===== config.mk =====
export PLATFORM = sky130hd
export DESIGN_NAME = axi4_lite_master
export DESIGN_NICKNAME = d
export VERILOG_FILES = /design/src/rtl/axi4_lite_pkg.sv /design/src/rtl/axi4_lite_master_wdog.sv /design/src/rtl/axi4_lite_master.sv
export SDC_FILE = /design/constraint.sdc
export NUM_CORES = 1
export LEC_CHECK = 0
export BUFFER_PORTS_ARGS = -buffer_cell sky130_fd_sc_hd__buf_4
export CORE_MARGIN = 2
export CORE_UTILIZATION = 40
export DETAILED_ROUTE_END_ITERATION = 10
export PLACE_DENSITY = 0.73
export SYNTH_ARGS = -nofsm -noshare
export SYNTH_HDL_FRONTEND = slang
export SYNTH_SLANG_ARGS = --single-unit
export TNS_END_PERCENT = 1

===== constraint.sdc =====
create_clock -name ACLK -period 1.45 [get_ports ACLK]
set_clock_uncertainty 0.15 [all_clocks]
set_input_delay 0.2175 -clock ACLK [delete_from_list [all_inputs] [get_ports ACLK]]
set_output_delay 0.2175 -clock ACLK [all_outputs]
set_load 0.02 [all_outputs]

===== src/rtl/axi4_lite_pkg.sv =====
// Shared state encoding, response codes and default widths for the AXI4-Lite master.
package axi4_lite_pkg;

    localparam int unsigned ADDR_WIDTH_DEF     = 4;
    localparam int unsigned DATA_WIDTH_DEF     = 32;
    localparam int unsigned TIMEOUT_CYCLES_DEF = 256;

    localparam logic [1:0] RESP_OKAY   = 2'b00;
    localparam logic [1:0] RESP_SLVERR = 2'b10;

    typedef enum logic [2:0] {
        IDLE,
        WR_AW_W,
        WR_B,
        RD_AR,
        RD_R
    } master_state_e;

endpackage


===== src/rtl/axi4_lite_master_wdog.sv =====
// Transaction watchdog for axi4_lite_master; only built when AXI_MASTER_TIMEOUT_EN is defined.
`ifdef AXI_MASTER_TIMEOUT_EN
module axi4_lite_master_wdog #(
    parameter int unsigned TIMEOUT_CYCLES = 256
) (
    input  logic clk_i,
    input  logic rst_i,
    input  logic clear_i,
    input  logic busy_i,
    output logic timeout_o
);
    localparam int unsigned CNT_W = $clog2(TIMEOUT_CYCLES + 1);

    logic [CNT_W-1:0] cnt_q;
    logic [CNT_W-1:0] cnt_d;

    // Saturating count of busy cycles since the last accepted command.
    always_comb begin
        cnt_d = cnt_q;
        if (clear_i) begin
            cnt_d = '0;
        end else if (busy_i && (cnt_q != CNT_W'(TIMEOUT_CYCLES))) begin
            cnt_d = cnt_q + CNT_W'(1);
        end
    end

    always_ff @(posedge clk_i) begin
        if (rst_i) begin
            cnt_q     <= '0;
            timeout_o <= 1'b0;
        end else begin
            cnt_q <= cnt_d;
            if (clear_i) begin
                timeout_o <= 1'b0;
            end else if (cnt_d == CNT_W'(TIMEOUT_CYCLES)) begin
                timeout_o <= 1'b1;
            end
        end
    end

endmodule
`endif


===== src/rtl/axi4_lite_master.sv =====
// AXI4-Lite initiator with one outstanding transaction.
// Optional watchdog flag enabled by defining AXI_MASTER_TIMEOUT_EN.
module axi4_lite_master
    import axi4_lite_pkg::*;
#(
    parameter int unsigned ADDR_WIDTH     = ADDR_WIDTH_DEF,
    parameter int unsigned DATA_WIDTH     = DATA_WIDTH_DEF,
    parameter int unsigned TIMEOUT_CYCLES = TIMEOUT_CYCLES_DEF
) (
    input  logic                  ACLK,
    input  logic                  ARESET,
    input  logic                  transfer,
    input  logic                  write,
    input  logic [ADDR_WIDTH-1:0] addr,
    input  logic [DATA_WIDTH-1:0] wdata,
    output logic                  ready,
    output logic                  done,
    output logic [DATA_WIDTH-1:0] rdata,
    output logic [1:0]            resp,
    output logic                  timeout,
    output logic [ADDR_WIDTH-1:0] AWADDR,
    output logic                  AWVALID,
    input  logic                  AWREADY,
    output logic [DATA_WIDTH-1:0] WDATA,
    output logic                  WVALID,
    input  logic                  WREADY,
    input  logic [1:0]            BRESP,
    input  logic                  BVALID,
    output logic                  BREADY,
    output logic [ADDR_WIDTH-1:0] ARADDR,
    output logic                  ARVALID,
    input  logic                  ARREADY,
    input  logic [DATA_WIDTH-1:0] RDATA,
    input  logic                  RVALID,
    output logic                  RREADY
);
    master_state_e state_q;

    logic accept_c;
    logic aw_ok_c;
    logic w_ok_c;

    // A zero-length watchdog would give a zero-width counter.
    if (TIMEOUT_CYCLES == 0) begin : g_bad_timeout
        $error("TIMEOUT_CYCLES must be non-zero");
    end

    assign accept_c = transfer && ready;
    // A channel is complete once its VALID has dropped or it handshakes this cycle.
    assign aw_ok_c  = !AWVALID || AWREADY;
    assign w_ok_c   = !WVALID || WREADY;

    always_ff @(posedge ACLK) begin
        if (ARESET) begin
            state_q <= IDLE;
            ready   <= 1'b1;
            done    <= 1'b0;
            rdata   <= '0;
            resp    <= RESP_OKAY;
            AWADDR  <= '0;
            AWVALID <= 1'b0;
            WDATA   <= '0;
            WVALID  <= 1'b0;
            BREADY  <= 1'b0;
            ARADDR  <= '0;
            ARVALID <= 1'b0;
            RREADY  <= 1'b0;
        end else begin
            done <= 1'b0;
            case (state_q)
                IDLE: begin
                    if (accept_c) begin
                        ready <= 1'b0;
                        if (write) begin
                            state_q <= WR_AW_W;
                            AWADDR  <= addr;
                            WDATA   <= wdata;
                            AWVALID <= 1'b1;
                            WVALID  <= 1'b1;
                        end else begin
                            state_q <= RD_AR;
                            ARADDR  <= addr;
                            ARVALID <= 1'b1;
                        end
                    end
                end
                WR_AW_W: begin
                    if (AWVALID && AWREADY) AWVALID <= 1'b0;
                    if (WVALID && WREADY)   WVALID  <= 1'b0;
                    if (aw_ok_c && w_ok_c) begin
                        state_q <= WR_B;
                        BREADY  <= 1'b1;
                    end
                end
                WR_B: begin
                    if (BVALID) begin
                        state_q <= IDLE;
                        BREADY  <= 1'b0;
                        resp    <= BRESP;
                        done    <= 1'b1;
                        ready   <= 1'b1;
                    end
                end
                RD_AR: begin
                    if (ARREADY) begin
                        state_q <= RD_R;
                        ARVALID <= 1'b0;
                        RREADY  <= 1'b1;
                    end
                end
                RD_R: begin
                    if (RVALID) begin
                        state_q <= IDLE;
                        RREADY  <= 1'b0;
                        rdata   <= RDATA;
                        resp    <= RESP_OKAY;
                        done    <= 1'b1;
                        ready   <= 1'b1;
                    end
                end
                default: begin
                    state_q <= IDLE;
                    ready   <= 1'b1;
                end
            endcase
        end
    end

`ifdef AXI_MASTER_TIMEOUT_EN
    axi4_lite_master_wdog #(
        .TIMEOUT_CYCLES(TIMEOUT_CYCLES)
    ) u_wdog (
        .clk_i    (ACLK),
        .rst_i    (ARESET),
        .clear_i  (accept_c),
        .busy_i   (state_q != IDLE),
        .timeout_o(timeout)
    );
`else
    assign timeout = 1'b0;
`endif

endmodule


======== Word-level counts from Yosys, hierarchy flattened ========
Index checks and enable logic that the tools add are counted.
storage, ports and cells
  register bits after elaboration ......... 84
  input bits .............................. 79
  output and inout bits ................... 82
  logic and storage cells ................. 87
operators by class
  equal/unequal tests ..................... 13
  muxes and demuxes ....................... 33
  bitwise logic cells ..................... 2
  reductions and logical operators ........ 26
operator list
  cell                  count
  $ne A2 B2 Y1 const B  9
  $mux W1               16
  $reduce_and A4 Y1     4
  $mux W3               5
  $pmux W3 S5           1
  $reduce_and A3 Y1     5
  $pmux W1 S2           6
  $reduce_bool A2 Y1    5
  $eq A3 B2 Y1 const B  2
  $mux W2               3
  $reduce_and A5 Y1     1
  $logic_and A1 B1 Y1   4
  $pmux W1 S4           1
  $pmux W2 S2           1
  $eq A3 B1 Y1 const B  1
  $eq A3 B3 Y1 const B  1
  $logic_not A3 Y1      1
  $logic_not A1 Y1      2
  $logic_or A1 B1 Y1    2
  $not A1 Y1            2
  $reduce_and A2 Y1     1
  $reduce_or A2 Y1      1

======== Longest topological paths before layout ========
  depth in word-level cells ............... 5
  mapped depth ............................ 7

======== Worst setup path after synthesis ========
OpenSTA, ideal clock, no wires.
  path type ............................... register to register
  start ................................... register ready
  end ..................................... register ARADDR[0]
  arrival time ............................ 1.222 ns
  slack ................................... -0.049 ns
  stages on the path, launching flop included .. 6
  path buffers ............................ 1
  period minus slack after synthesis ...... 1.499 ns
  cells stage by stage .................... dfxtp_1 and3b_2 and3_1 buf_2 mux2i_1 nor2_1
on the way
  cells in the longest elaborated chain, start to end .. 2
ends and longest elaborated chain
  what                                RTL line                 source
  start: declaration                  axi4_lite_master.sv:16   output logic ready,
  start signal: assignment            axi4_lite_master.sv:56   ready <= 1'b1;
  start signal: assignment            axi4_lite_master.sv:73   ready <= 1'b0;
  start signal: assignment            axi4_lite_master.sv:101  ready <= 1'b1;
  $logic_and A1 B1 Y1                 axi4_lite_master.sv:48   assign accept_c = transfer && ready;
  $reduce_and A3 Y1 (no source line)  n/a
  end signal: assignment              axi4_lite_master.sv:82   ARADDR <= addr;
  end: declaration                    axi4_lite_master.sv:30   output logic [ADDR_WIDTH-1:0] ARADDR,
No other way between the ends.
A chain may end at the register's enable or synchronous reset.

======== Worst setup path in the final report ========
  start ................................... register AWVALID
  end ..................................... register state_q[2]
on the way
  cells in the longest elaborated chain, start to end .. 5
ends and longest elaborated chain
  what                                RTL line                source
  start: declaration                  axi4_lite_master.sv:22  output logic AWVALID,
  start signal: assignment            axi4_lite_master.sv:61  AWVALID <= 1'b0;
  start signal: assignment            axi4_lite_master.sv:78  AWVALID <= 1'b1;
  start signal: assignment            axi4_lite_master.sv:88  if (AWVALID && AWREADY) AWVALID <= 1'b0;
  $logic_not A1 Y1                    axi4_lite_master.sv:50  assign aw_ok_c = !AWVALID || AWREADY;
  $logic_or A1 B1 Y1                  axi4_lite_master.sv:50
  $logic_and A1 B1 Y1                 axi4_lite_master.sv:90  if (aw_ok_c && w_ok_c) begin
  $ne A2 B2 Y1 (no source line)       n/a
  $reduce_and A5 Y1 (no source line)  n/a
  end signal: assignment              axi4_lite_master.sv:55  state_q <= IDLE;
  end signal: assignment              axi4_lite_master.sv:91  state_q <= WR_B;
  end signal: assignment              axi4_lite_master.sv:97  state_q <= IDLE;
  end: declaration                    axi4_lite_master.sv:37  master_state_e state_q;
No other way between the ends.

==> flow_summary.toml <==
[min_path]
min_path_type = "in -> reg"

[route]
routedWlPerCell_um = 14.1
drtIter0Drc = 130
firstDrtPassIters = 4
via_count = 3424
drcViolationCount = 0
routed_wl_um = 10200
drt-vias-per-instance = 4.75
ant_nets = 0

[setup_path]
criticalPathCategory = "reg -> reg"
endpoint = "state_q[2]$_SDFFE_PP0P_"
endpoint_kind = "register"
critPathArrivalTime_ns = 1.54
cp-start-kind = "register"
crit_start = "AWVALID$_SDFFE_PP0P_"
reg2reg_depth = 4
critPathRequiredTime_ns = 1.53
timing.rr.start = "AWVALID$_SDFFE_PP0P_"
cp_top_family = "compound AO/OA/AOI/OAI gates"
r2r_end = "state_q[2]$_SDFFE_PP0P_"
crit_buf_inv = 0
max_stage_delay_ns = 0.32
crit_path_max_fanout = 2
path_depth = 4
path_cells = "nor2b_1 > o311ai_2 > nand3_1 > a31o_2"
ff2ff_setup_slack_ns = -0.01
slowest_stage = "dfxtp_1"

[placed_design]
place_hpwl_um = 6190
place.gp.congestion = 0.804
post_dp_cell_area_um2 = 4430
portBuffers = 159

[cells_and_area]
regArea_um2 = 1690
multi_input_area_um2 = 1310
final_nets = 693
stdcell_area_um2 = 5480
diodes = 0
drive_above_1_share = 0.352
area_delta_synth_final_pct = 76.5
final_util = 0.720
n_fill_cell = 572

[logic_synthesis]
synthTopCellsByArea = "dfxtp_1 54%, nand2_1 17%, a21oi_1 12%"
ys_seq_area_frac = 0.542
synth_top_area_frac = 0.542
ys_ff_latch = 84
yosysTopAreaCell = "dfxtp_1"
syn_inst = 383
synthesis.area_um2 = 3100
syn_avg_cell_area_um2 = 8.10
synth_cell_types = 28
yosysWarnings = 0
syn_nets = 462

[timing]
finalSetupViolCount = 1
grt_setup_unrepaired = "true"
fin_crit_ns = 1.46
fin_ws_ns = -0.0107
final_hold_viol_count = 0
fin_crit_sh = 1.01
fmax_mhz = 685
slew_violations = 0

[clocking]
clk_path_buf_depth = 2
numCtsBuffers = 9
clock_sinks = 84
cts_tree = "yes"
cts_htree_levels = 3
clk_latency_ns = 0.34
cts_root_buffer = "clkbuf_8"
cts.clk_slew.worst_paths_ns = 0.08

[power_and_ir_drop]
vdd_drop_max_v = 0.000630
power.leakage_nw = 2.33
power_density_nw_per_um2 = 1050

[floorplanning]
die_x_um = 92.1
die-height_um = 92.1
num_rows = 32
dieArea_um2 = 8480
initial_core_util = 0.408
num_io_pins = 161
core-area_um2 = 7610

[run]
max_cap_violations = 0

[run_status]
status = "finished with violations"
violations = "setup timing"

[global_route]
grt_pass1_wl_um = 15700
grt_max_degree = 44
grt_pass1_vias = 3336
gr-total-overflow = 0
antenna_found_initial = 0
gr-usage-all-layers = 0.231
synth_stat cells:
cell type,instances
nand2_1,143
dfxtp_1,84
a21oi_1,73
nor2_1,12
clkbuf_1,11
buf_2,9
buf_6,7
mux2i_1,5
nor2b_1,5
and3_1,4
nor3_1,4
nand3_1,3
nand3b_1,3
o21ai_0,3
a211oi_1,2
inv_1,2
nor4b_1,2
a21o_1,1
a31o_2,1
and2_1,1
and3b_2,1
buf_4,1
conb_1,1
nand3_2,1
nor2_4,1
o21bai_1,1
o311ai_1,1
o31ai_1,1
metrics by stage:
stage	hold slack (ns)	TNS [ns]	power, mW	std cells	setup slack (ns)
finish	0.0821	-0.0107	5.73	721	-0.0107
global route	0.0794	-0.510	6.00	721	-0.0684
global placement	0.262	-0.0139	3.71	633	-0.0139
detailed placement	0.264	-0.0829	3.74	633	-0.0278
CTS	0.0622	-0.0227	5.68	719	-0.0227
floorplan	0.163	-0.0458	3.21	383	-0.0458
cell families (layout without fill, tap and decap cells):
logic type / Yosys count / after routing / share of synthesized area
AND/OR/NAND/NOR: 180 / 180 / 0.242
buffers and inverters: 30 / 266 / 0.0581
AO/OA/AOI/OAI: 83 / 83 / 0.140
other: 1 / 1 / 0.00121
flip-flops: 84 / 84 / 0.542
multiplexers: 5 / 5 / 0.0161
layer usage:
metal / global-route usage / vias up / wire [um] / part of all wire
met5: 0 / - / 0 / 0
met4: 0.0908 / 0 / 219 / 0.021
met3: 0.0370 / 26 / 430 / 0.042
met2: 0.423 / 110 / 5350 / 0.53
met1: 0.269 / 1580 / 4190 / 0.41
li1: - / 1708 / - / -
sequential cells by signal (all words and copies together), names as in the netlist, 2 cells and up:
register and count:
rdata 32, ARADDR 4, WDATA 32, AWADDR 4, resp 2, state_q 3
timing repair:
action / 4_1_cts / 5_1_grt
hold buffers: 70 / 0
cloned: 0 / 2
setup endpoints to repair: 7 / 71
resized for setup: 4 / 18
setup buffers: 0 / 0
hold endpoints to repair: 74 / 0
pin swaps: 1 / 2
final cells by class:
class | instances | share of cell area
multi-input combinational | 269 | 0.239
tap | 102 | 0.0233
sequential | 84 | 0.308
clock buffer | 9 | 0.0226
timing repair buffer | 248 | 0.390
clock inverter | 7 | 0.0167
inverter | 2 | 0.00137
layout by cell type, fill, tap and decap left out, types with 2 or more instances in the layout:
| cell type | netlist | final |
|---|---|---|
| o21ai_0 | 3 | 3 |
| clkbuf_8 | 0 | 9 |
| clkinv_2 | 0 | 3 |
| bufinv_16 | 0 | 2 |
| a21oi_1 | 73 | 63 |
| dlygate4sd3_1 | 0 | 70 |
| nand3_1 | 3 | 3 |
| nor2b_1 | 5 | 4 |
| a21oi_2 | 0 | 10 |
| inv_1 | 2 | 2 |
| mux2i_1 | 5 | 5 |
| nor2_1 | 12 | 11 |
| nor4b_1 | 2 | 2 |
| dfxtp_2 | 0 | 3 |
| nand2_1 | 143 | 143 |
| clkbuf_16 | 0 | 2 |
| and3_4 | 0 | 2 |
| dfxtp_1 | 84 | 81 |
| nand3b_1 | 3 | 3 |
| nor3_1 | 4 | 4 |
| buf_4 | 1 | 170 |
| buf_12 | 0 | 4 |
worst min-delay path by stage:
stage                 start                     end  slack, ns  depth (start not counted)
floorplan           AWREADY    AWVALID$_SDFFE_PP0P_       0.16                          1
global placement     WREADY     WVALID$_SDFFE_PP0P_       0.26                          2
detailed placement  AWREADY    AWVALID$_SDFFE_PP0P_       0.26                          2
CTS                  ARESET  ARADDR[3]$_SDFFE_PP0P_       0.06                          2
global route         ARESET  WDATA[25]$_SDFFE_PP0P_       0.08                          2
finish               ARESET  ARADDR[3]$_SDFFE_PP0P_       0.08                          2
power by group:
group	leakage (nW)	internal, mW	switching, mW
Sequential	0.682	2.45	0.0866
Clock	0.109	0.964	0.810
Combinational	1.54	0.721	0.702
Total	2.33	4.14	1.60
No activity file was read; power rests on OpenSTA's default activity.
